===== src/rtl/seg7_pkg.sv =====
// Shared types and constants for the 7-segment display scheduler.
// Holds the phase state enum and default phase lengths.
package seg7_pkg;

  typedef enum logic [1:0] {
    IDLE,
    LOAD,
    SHOW
  } state_t;

  localparam int NUM_W        = 32;
  localparam int LOAD_CYC_DEF = 64;
  localparam int DWELL_DEF    = 1024;

endpackage


===== src/rtl/seg7_display_sched_rr_arbiter.sv =====
// Round-robin next-owner picker, purely combinational.
// Search starts one past last_owner and wraps; nearest set req wins.
module rr_arbiter #(
  parameter  int NREQ = 4,
  localparam int IW   = $clog2(NREQ)
) (
  input  logic [NREQ-1:0] req,
  input  logic [IW-1:0]   last_owner,
  output logic [IW-1:0]   winner,
  output logic            valid
);

  // Walk from farthest to nearest so the nearest requester overrides.
  always_comb begin
    valid  = 1'b0;
    winner = last_owner;
    for (int k = NREQ; k >= 1; k--) begin
      if (req[(int'(last_owner) + k) % NREQ]) begin
        valid  = 1'b1;
        winner = IW'((int'(last_owner) + k) % NREQ);
      end
    end
  end

endmodule


===== src/rtl/seg7_display_sched.sv =====
// Shares the 7-segment display driver between several status sources.
// Grants one source, snapshots its value, runs load then show phases.
module seg7_display_sched
  import seg7_pkg::*;
#(
  parameter  int NREQ     = 4,
  parameter  int LOAD_CYC = LOAD_CYC_DEF,
  parameter  int DWELL    = DWELL_DEF,
  localparam int IW       = $clog2(NREQ)
) (
  input  logic                  clk,
  input  logic                  reset,
  input  logic [NREQ-1:0]       req,
  input  logic [NUM_W*NREQ-1:0] num_bus,
  output logic [NREQ-1:0]       grant,
  output logic [IW-1:0]         src_id,
  output logic                  load,
  output logic                  rd,
  output logic [NUM_W-1:0]      NUM,
  output logic                  busy
);

  localparam int MAXC = (LOAD_CYC > DWELL) ? LOAD_CYC : DWELL;
  localparam int CW   = $clog2(MAXC) + 1;

  state_t        state, state_n;
  logic [CW-1:0] cnt, cnt_n;
  logic [IW-1:0] ptr;
  logic [IW-1:0] winner;
  logic          valid;
  logic          take;

  rr_arbiter #(
    .NREQ(NREQ)
  ) u_arb (
    .req       (req),
    .last_owner(ptr),
    .winner    (winner),
    .valid     (valid)
  );

  // Phase sequencing; arbitration only when idle or on the last show cycle.
  always_comb begin
    state_n = state;
    cnt_n   = (cnt != '0) ? cnt - 1'b1 : '0;
    take    = 1'b0;
    unique case (state)
      IDLE: begin
        if (valid) take = 1'b1;
      end
      LOAD: begin
        if (cnt == '0) begin
          state_n = SHOW;
          cnt_n   = CW'(DWELL - 1);
        end
      end
      SHOW: begin
        if (cnt == '0) begin
          if (valid) begin
            take = 1'b1;
          end else begin
            state_n = IDLE;
            cnt_n   = '0;
          end
        end
      end
      default: begin
        state_n = IDLE;
        cnt_n   = '0;
      end
    endcase
    if (take) begin
      state_n = LOAD;
      cnt_n   = CW'(LOAD_CYC - 1);
    end
  end

  // State, counter, pointer and snapshot registers; snapshot only on a grant.
  always_ff @(posedge clk or posedge reset) begin
    if (reset) begin
      state  <= IDLE;
      cnt    <= '0;
      ptr    <= IW'(NREQ - 1);
      grant  <= '0;
      src_id <= '0;
      NUM    <= '0;
    end else begin
      state <= state_n;
      cnt   <= cnt_n;
      if (take) begin
        ptr    <= winner;
        src_id <= winner;
        grant  <= NREQ'(1) << winner;
        NUM    <= num_bus[int'(winner)*NUM_W +: NUM_W];
      end else if (state_n == IDLE) begin
        grant <= '0;
      end
    end
  end

  assign load = (state == LOAD);
  assign rd   = (state == SHOW);
  assign busy = (state != IDLE);

endmodule


===== config.mk =====
export PLATFORM = sky130hd
export DESIGN_NAME = seg7_display_sched
export DESIGN_NICKNAME = d
export VERILOG_FILES = /design/src/rtl/seg7_pkg.sv /design/src/rtl/seg7_display_sched_rr_arbiter.sv /design/src/rtl/seg7_display_sched.sv
export SDC_FILE = /design/constraint.sdc
export NUM_CORES = 1
export LEC_CHECK = 0
export ABC_AREA = 0
export ABC_CLOCK_PERIOD_IN_PS = 3700
export BUFFER_PORTS_ARGS = -buffer_cell sky130_fd_sc_hd__buf_2
export CAP_MARGIN = 10
export CORE_AREA = 4 4 134 72
export CTS_CLUSTER_DIAMETER = 60
export CTS_CLUSTER_SIZE = 10
export DETAILED_ROUTE_END_ITERATION = 6
export DIE_AREA = 0 0 138 76
export PLACE_DENSITY = 0.69
export SYNTH_ARGS = -nofsm -noshare
export SYNTH_HDL_FRONTEND = slang
export SYNTH_SLANG_ARGS = --single-unit

===== constraint.sdc =====
create_clock -name clk -period 3.7 [get_ports clk]
set_input_delay 0.37 -clock clk [delete_from_list [all_inputs] [get_ports clk]]
set_output_delay 0.37 -clock clk [all_outputs]
set_load 0.01 [all_outputs]

==> results.ini, run 1 <==
[worst_setup_path]
r2r_end=grant[3]
critPathCapture=grant[3]
critPathCaptureType=flip-flop
crit_type=reg2reg
worst-path-buf-inv=0
critPathTopFamily=simple AND/OR/NAND/NOR gates
cp_data_required_time_ps=3930
max_stage_delay_ps=630
crit_start=cnt[2]
r2r_start=cnt[2]
arrival_ps=2810
start_kind=flip-flop
critical_path.cell_chain=nor4_4, nand4b_1, a21o_1, nor2_1, a22o_1
r2r_cells=5
cpMaxStageDelayCell=a21o_1
worstPathMaxFanout=30
r2r_slack_ps=1120
path_depth=5

[timing]
finalSetupViolCount=0
fin_ws_ps=1120
rsz0062_at_grt=no
tightestPinTransition_ps=1200
fin_crit_ps=2580
hold_violations=0
fin_crit_sh=0.697
finalClockSkew_ps=9.29
clock.fmax_mhz=388
slew_headroom=0.198
fin_hold_ws_ps=178
fin_tns_setup_ps=0
drv_slew=0

[logic_synthesis]
ys_warn_count=0
ys_seq_elements=53
syn_inst=359
synthesis.nets=495
postSynthAreaPerCell_um2=9.22
ys.flop_type=dfrtp_1
ys_types=53
seq_area_frac_synth=0.402
async_reset_ff_frac=1.00
syn_area_um2=3310
synth_edf_count=0

[clock_tree]
cts_setup_buffers=0
ctsHoldBuffers=0
ctsLongestPathBuffers=2
cts.clk_slew.worst_paths_ps=80
cts_sinks=53
htreeDepth=2
cts_made_buffers=5
cts_root_buffer=clkbuf_16
clk_latency_ps=290
post_cts_resized=0
cts_tree=yes

[layout]
syn_to_final_growth_pct=33.0
utilization=0.520
fin_cells=639
n_antenna_cell=0
layout_common_cells=174 x buf_2, 59 x nand3_1, 51 x dfrtp_1
final_cell_area_um2=4400
drive_gt1_frac=0.421
nNetsFinal=657
fillCellCount=806
final_common_cell=buf_2

[detailed_routing]
totalWireLength_um=11300
num_vias=3591
drc=0
drt_iter0_markers=245
via_per_inst=5.62
firstDrtPassIters=5
drtAntennaViolNets=0
wire_per_inst_um=17.8

[placed_design]
dpl.cell_count=631
portBuffers=174
dp_hpwl_um=8560
placed_cell_area_um2=4230
post-place-ws_ps=971
place_congestion=0.882

[global_routing]
grt_antenna_before_repair=0
grt_usage=0.210
grt_pass1_wl_um=18400
grt_overflow=0
grt_max_degree=34
grt_pass1_vias=3595

[power_and_ir_drop]
power_density_nw_per_um2=367
power_mw=1.61
leakage_nw=2.07
ir_drop_v=0.000198

[die]
num_io_pins=175
die_area_um2=10500
die_h_um=76
fp.dieW_um=138
core-area_um2=8470
initial_core_util=0.391
rows=24

[min_path]
hold_class=in2async

[outcome]
status=complete, no violations

[run]
cap_violations=0

-- routing by layer --
metal  vias to the layer above  share of wire  global-route usage  wire [µm]
li1                       1684              -                   -          -
met1                      1707           0.46               0.305       5180
met2                       196           0.43               0.311       4920
met3                         4           0.11              0.0639       1190
met4                         0         0.0041              0.0375         46
met5                         -              0                   0          0
-- final cells by class --
type                       count  area (µm²)  share of cell area
multi-input combinational    274        1800               0.408
sequential                    53        1330               0.302
timing repair buffer         183         938               0.213
tap                          117         146              0.0333
clock buffer                   5         125              0.0284
clock inverter                 3        50.0              0.0114
inverter                       4        15.0             0.00341
-- synthesized netlist by cell type, drive strengths merged (3+ instances only) --
cell type	n	area [µm²]
nor2b	3	21.3
nand2b	4	32.5
inv	4	15.0
a211oi	4	30.0
nor2	44	165
dfrtp	51	1280
nor4	3	40.0
xor2	4	35.0
a31oi	17	106
nor3	3	15.0
nand3	60	305
clkbuf	7	26.3
a21o	4	30.0
a22o	7	61.3
mux2i	4	40.0
nand2	12	45.0
a2111oi	4	72.6
nand3b	3	26.3
mux2	12	135
a21oi	22	114
a221oi	28	245
buf	21	149
o21ai	11	55.1
-- how the worst min path moves through the flow --
stage                     slack, ps      start   endpoint  cells past startpoint
after floorplan                 520  src_id[1]  src_id[1]                      1
after global placement          490   grant[1]   grant[1]                      1
after detailed placement        480   grant[2]   grant[2]                      1
after CTS                       210      reset    NUM[16]                      2
after global routing            240      reset    NUM[30]                      2
final                           180      reset    NUM[16]                      2
-- kinds of logic (layout without fill, tap and decap cells) --
group / Yosys count / count (layout) / share of synthesized area
and+or+nand+nor: 144 / 144 / 0.223
AOI/OAI and AO/OA: 106 / 106 / 0.242
DFF: 53 / 53 / 0.402
buffers and inverters: 32 / 195 / 0.0575
muxes: 16 / 16 / 0.0529
xor gates and xnor gates: 6 / 6 / 0.0159
adders and majority gates: 2 / 2 / 0.00756
-- registers in the layout, summed over array words and instances (netlist names) --
name	count
NUM	32
grant	4
src_id	2
state	2
cnt	11
ptr	2
-- power breakdown --
part           leakage (nW)  internal [mW]  total, mW  switching, mW
registers             0.639          0.630      0.664         0.0342
logic                  1.34          0.172      0.396          0.224
clock network        0.0859          0.326      0.554          0.228
Note: power is estimated with default switching activity, not from simulation.
==> run 2, diff against run 1 <==
--- a/config.mk
+++ b/config.mk
@@ -6,7 +6,7 @@
 export NUM_CORES = 1
 export LEC_CHECK = 0
 export ABC_AREA = 0
-export ABC_CLOCK_PERIOD_IN_PS = 3700
+export ABC_CLOCK_PERIOD_IN_PS = 2400
 export BUFFER_PORTS_ARGS = -buffer_cell sky130_fd_sc_hd__buf_2
 export CAP_MARGIN = 10
 export CORE_AREA = 4 4 134 72
==> constraint.sdc (replaced) <==
create_clock -name clk -period 2.4 [get_ports clk]
set_input_delay 0.24 -clock clk [delete_from_list [all_inputs] [get_ports clk]]
set_output_delay 0.24 -clock clk [all_outputs]
set_load 0.01 [all_outputs]
==> results.ini, run 2 (same netlist as run 1, synthesis figures left out) <==
[outcome]
status=complete, no violations

[detailed_routing]
drt_iter0_markers=268
num_vias=3657
via_per_inst=5.64
totalWireLength_um=11600
wire_per_inst_um=17.9
drc=0
drtAntennaViolNets=0
firstDrtPassIters=5

[timing]
rsz0062_at_grt=no
slew_headroom=0.392
tightestPinTransition_ps=907
fin_crit_sh=0.911
finalClockSkew_ps=3.25
fin_hold_ws_ps=159
drv_slew=0
finalSetupViolCount=0
fin_tns_setup_ps=0
fin_ws_ps=214
fin_crit_ps=2190
hold_violations=0
clock.fmax_mhz=457

[clock_tree]
htreeDepth=2
ctsLongestPathBuffers=2
ctsHoldBuffers=0
cts_made_buffers=5
cts_root_buffer=clkbuf_16
cts.clk_slew.worst_paths_ps=70
cts_setup_buffers=0
cts_tree=yes
clk_latency_ps=290
cts_sinks=53

[layout]
nNetsFinal=666
final_common_cell=buf_2
n_antenna_cell=0
fin_cells=648
final_cell_area_um2=4470
drive_gt1_frac=0.429
largest_reg_flops=32
fillCellCount=820
top_register=NUM
multi_input_area_um2=1820
syn_to_final_growth_pct=35.2
reg.largest.list=NUM: 32 flops, cnt: 11 flops, grant: 4 flops
layout_common_cells=174 x buf_2, 59 x nand3_1, 51 x dfrtp_1
seq_area_um2=1330

[placed_design]
placed_cell_area_um2=4310
dpl.cell_count=639
place_congestion=0.849
dp_hpwl_um=8510
portBuffers=174
post-place-ws_ps=-153

[die]
die_area_um2=10500
num_io_pins=175
fp.dieW_um=138
core-area_um2=8470
die_h_um=76
rows=24
initial_core_util=0.391

[worst_setup_path]
start_kind=flip-flop
cp_data_required_time_ps=2610
critical_path.cell_chain=or2b_1, nand3b_2, a21boi_4, mux2_2, a21oi_1
critPathCaptureType=flip-flop
worstPathMaxFanout=16
max_stage_delay_ps=620
crit_type=reg2reg
worst-path-buf-inv=0
arrival_ps=2400
cpMaxStageDelayCell=a21boi_4
critPathTopFamily=compound AO/OA/AOI/OAI gates

[global_routing]
grt_pass1_wl_um=18700
grt_antenna_before_repair=0
grt_overflow=0
grt_max_degree=54
grt_usage=0.216
grt_pass1_vias=3528

[power_and_ir_drop]
leakage_nw=2.10
ir_drop_v=0.000295
power_density_nw_per_um2=528

[min_path]
hold_class=in2async

[run]
cap_violations=0

## run 2: worst paths after layout
| check | cells past startpoint | from | endpoint | slack [ps] |
|---|---|---|---|---|
| setup / recovery | 5 | ptr[0] | NUM[30] | 210 |
| hold / removal | 3 | reset | NUM[31] | 160 |
| setup reg to reg | 5 | ptr[0] | NUM[30] | 210 |
| hold reg to reg | 1 | src_id[1] | src_id[1] | 490 |
| max in group asynchronous | 3 | reset | NUM[12] | 1780 |
| min in group clk | 3 | num_bus[58] | NUM[26] | 190 |
## run 2: metrics by stage
step | total power, mW | utilization
6_report | 2.36 | 0.528
5_1_grt | 2.50 | 0.528
4_1_cts | 2.38 | 0.527
3_5_place_dp | 1.66 | 0.509
3_3_place_gp | 1.65 | 0.509
2_1_floorplan | 1.39 | -
## run 2: final cells by class
cell class | count | area share
Sequential cell | 53 | 0.297
Multi-Input combinational cell | 275 | 0.408
Timing Repair Buffer | 191 | 0.229
Clock buffer | 8 | 0.0305
Tap cell | 117 | 0.0327
Inverter | 4 | 0.00336
## run 2: worst min-delay path: stages
cell   delay (ps)
buf_2         110
inv_2          40
buf_4         560
## run 2: timing repair
action                     in CTS  in global routing
cloned                          1                  0
gates resized for setup         1                  2
pin swaps                       1                  0
setup endpoints to repair      12                  5
## run 2: routing by layer
layer | track usage | up-vias | part of all wire
met3 | 0.0727 | 12 | 0.11
met5 | 0 | - | 0
met4 | 0.0385 | 0 | 0.0092
li1 | - | 1709 | -
met2 | 0.318 | 204 | 0.42
met1 | 0.313 | 1732 | 0.46
## run 2: where the power goes
part	total, mW	switching, mW	internal [mW]
clock	0.705	0.316	0.389
sequential	1.02	0.0467	0.972
combinational	0.639	0.357	0.282
total	2.36	0.719	1.64
==> run 3, diff against run 2 <==
--- a/config.mk
+++ b/config.mk
@@ -5,16 +5,16 @@
 export SDC_FILE = /design/constraint.sdc
 export NUM_CORES = 1
 export LEC_CHECK = 0
-export ABC_AREA = 0
+export ABC_AREA = 1
 export ABC_CLOCK_PERIOD_IN_PS = 2400
 export BUFFER_PORTS_ARGS = -buffer_cell sky130_fd_sc_hd__buf_2
 export CAP_MARGIN = 10
-export CORE_AREA = 4 4 134 72
+export CORE_AREA = 4 4 142 76
 export CTS_CLUSTER_DIAMETER = 60
 export CTS_CLUSTER_SIZE = 10
 export DETAILED_ROUTE_END_ITERATION = 6
-export DIE_AREA = 0 0 138 76
-export PLACE_DENSITY = 0.69
+export DIE_AREA = 0 0 146 80
+export PLACE_DENSITY = 0.67
 export SYNTH_ARGS = -nofsm -noshare
 export SYNTH_HDL_FRONTEND = slang
 export SYNTH_SLANG_ARGS = --single-unit
==> results.ini, run 3 <==
[worst_setup_path]
cp_data_required_time_ps=2630
r2r_cells=15
r2r_start=ptr[0]
arrival_ps=2370
critical_path.cell_chain=inv_4, nand2_1, nand2_1, nand2_1, nand2_1, nand2_1, nand2_1, nand2_2, buf_4, nand3_1, nand2_1, nand2_1, nand2_1, nand2_1, nand2_1
cpMaxStageDelayCell=dfstp_2
r2r_end=NUM[28]
worstPathMaxFanout=37
crit_type=reg2reg
crit_top_cell=nand2_1
critPathCaptureType=flip-flop
max_stage_delay_ps=640
start_kind=flip-flop
r2r_slack_ps=260

[timing]
fin_tns_setup_ps=0
fin_crit_sh=0.892
finalClockSkew_ps=6.75
slew_headroom=0.598
tightestPinTransition_ps=602
hold_violations=0
drv_slew=0
finalSetupViolCount=0
fin_crit_ps=2140
clock.fmax_mhz=467
rsz0062_at_grt=no

[clock_tree]
cts_sinks=53
ctsHoldBuffers=0
cts_made_buffers=5
cts.clk_slew.worst_paths_ps=70
post_cts_resized=0
ctsLongestPathBuffers=2
cts_root_buffer=clkbuf_16
cts_setup_buffers=0
cts_tree=yes
htreeDepth=2
clk_latency_ps=290

[power_and_ir_drop]
power_density_nw_per_um2=416
leakage_nw=3.07
ir_drop_v=0.000240

[die]
num_io_pins=175
rows=25
initial_core_util=0.399
die_h_um=80
fp.dieW_um=146
die_area_um2=11700
core-area_um2=9350

[detailed_routing]
drc=0
totalWireLength_um=11300
drtAntennaViolNets=0
num_vias=4233
drt_iter0_markers=181
firstDrtPassIters=4
wire_per_inst_um=12.7
via_per_inst=4.76

[global_routing]
grtUsageMet2=0.339
grt_overflow=0
grt_pass1_wl_um=18300
grt_usage=0.189
grt_max_degree=38
grt_use_met3=0.0431
grt_antenna_before_repair=0
grt_pass1_vias=3878
use_met1=0.238
grt.busiest_layer=met2

[layout]
fillCellCount=976
syn_to_final_growth_pct=28.2
nNetsFinal=903
layout_common_cells=366 x nand2_1, 174 x buf_2, 73 x nand3_1
drive_gt1_frac=0.271
largest_reg_flops=32
final_common_cell=nand2_1
n_antenna_cell=0
final_cell_area_um2=4790
top_register=NUM
reg.largest.list=NUM: 32 flops, cnt: 11 flops, grant: 4 flops

[placed_design]
portBuffers=174
dp_hpwl_um=8660
place_congestion=0.853
placed_cell_area_um2=4640

[logic_synthesis]
postSynthAreaPerCell_um2=6.12
synth_top_area_frac=0.368
synthTopCellsByCount=366 x nand2_1, 73 x nand3_1, 51 x dfrtp_1, 18 x inv_1, 15 x buf_2
ys_seq_elements=53
async_reset_ff_frac=1.00
syn_inst=610
synthTopCellsByArea=nand2_1 37%, dfrtp_1 34%, nand3_1 9.8%
synth.largest_area_cell=nand2_1
synthesis.nets=746
seq_area_frac_synth=0.356
ys_types=28
ys_warn_count=0
yosysMostFrequentCell=nand2_1
ys.flop_type=dfrtp_1
synth_edf_count=0
syn_area_um2=3740

[min_path]
hold_class=in2async

[run]
cap_violations=0

[outcome]
status=complete, no violations

-- run 3: changes by cell type in the layout (fill, tap and decap cells not counted), moves of 6 or more --
| cell | change |
|---|---|
| a22o_1 | -7 |
| inv_1 | +14 |
| a21oi_1 | -15 |
| nand3_1 | +14 |
| nor2_1 | -30 |
| a31oi_1 | -17 |
| a221oi_1 | -28 |
| mux2_2 | -12 |
| buf_4 | -6 |
| nand2_1 | +354 |
-- run 3: power breakdown --
part / internal [mW] / switching (mW)
Sequential: 0.893 / 0
Clock: 0.388 / 0.331
Combinational: 0.170 / 0.210
-- run 3: metrics by stage --
stage	setup slack, ps	std cells	utilization	hold WS [ps]	power (mW)
after floorplan	570	610	-	512	1.15
after global placement	340	881	0.497	343	1.29
after detailed placement	295	881	0.497	349	1.29
after CTS	262	889	0.512	28.8	2.02
after global routing	3.89	889	0.512	56.8	2.11
final	260	889	0.512	10.9	1.99
-- run 3: how the worst max path moves through the flow --
stage	from	end	slack [ps]	cells after the start
after floorplan	ptr[0]	NUM[22]	570	18
after global routing	ptr[0]	NUM[19]	4	15
after global placement	ptr[0]	NUM[4]	340	15
after CTS	ptr[0]	NUM[28]	260	15
final	ptr[0]	NUM[28]	260	15
after detailed placement	ptr[0]	NUM[28]	300	15
-- run 3: cell type report --
type	count	area [µm²]	share of cell area
Clock buffer	6	129	0.0269
Clock inverter	2	15.0	0.00314
Inverter	23	88.8	0.0186
Multi-Input combinational cell	499	2100	0.438
Sequential cell	53	1330	0.278
Tap cell	121	151	0.0316
Timing Repair Buffer	185	978	0.204
-- run 3: kinds of logic (layout without fill, tap and decap cells) --
family / after synthesis / after routing / synth area share
AO/OA/AOI/OAI: 22 / 22 / 0.0328
flip-flops: 53 / 53 / 0.356
adder cells (fa/ha/maj): 2 / 2 / 0.00670
AND/OR/NAND/NOR: 467 / 467 / 0.503
buffers and inverters: 58 / 216 / 0.0831
XOR/XNOR: 8 / 8 / 0.0188
-- run 3: per-layer routing --
layer,part of all wire,wire length (µm),up-vias
li1,-,-,2205
met1,0.42,4760,1925
met2,0.51,5800,97
met3,0.061,691,6
met4,0.0058,66,0
met5,0,0,-
-- run 3: critical path: cells and delay by family, from the launching register on --
family	cells	cell delay, ps
and+or+nand+nor	13	1000
DFF	1	640
buffers and inverters	2	420
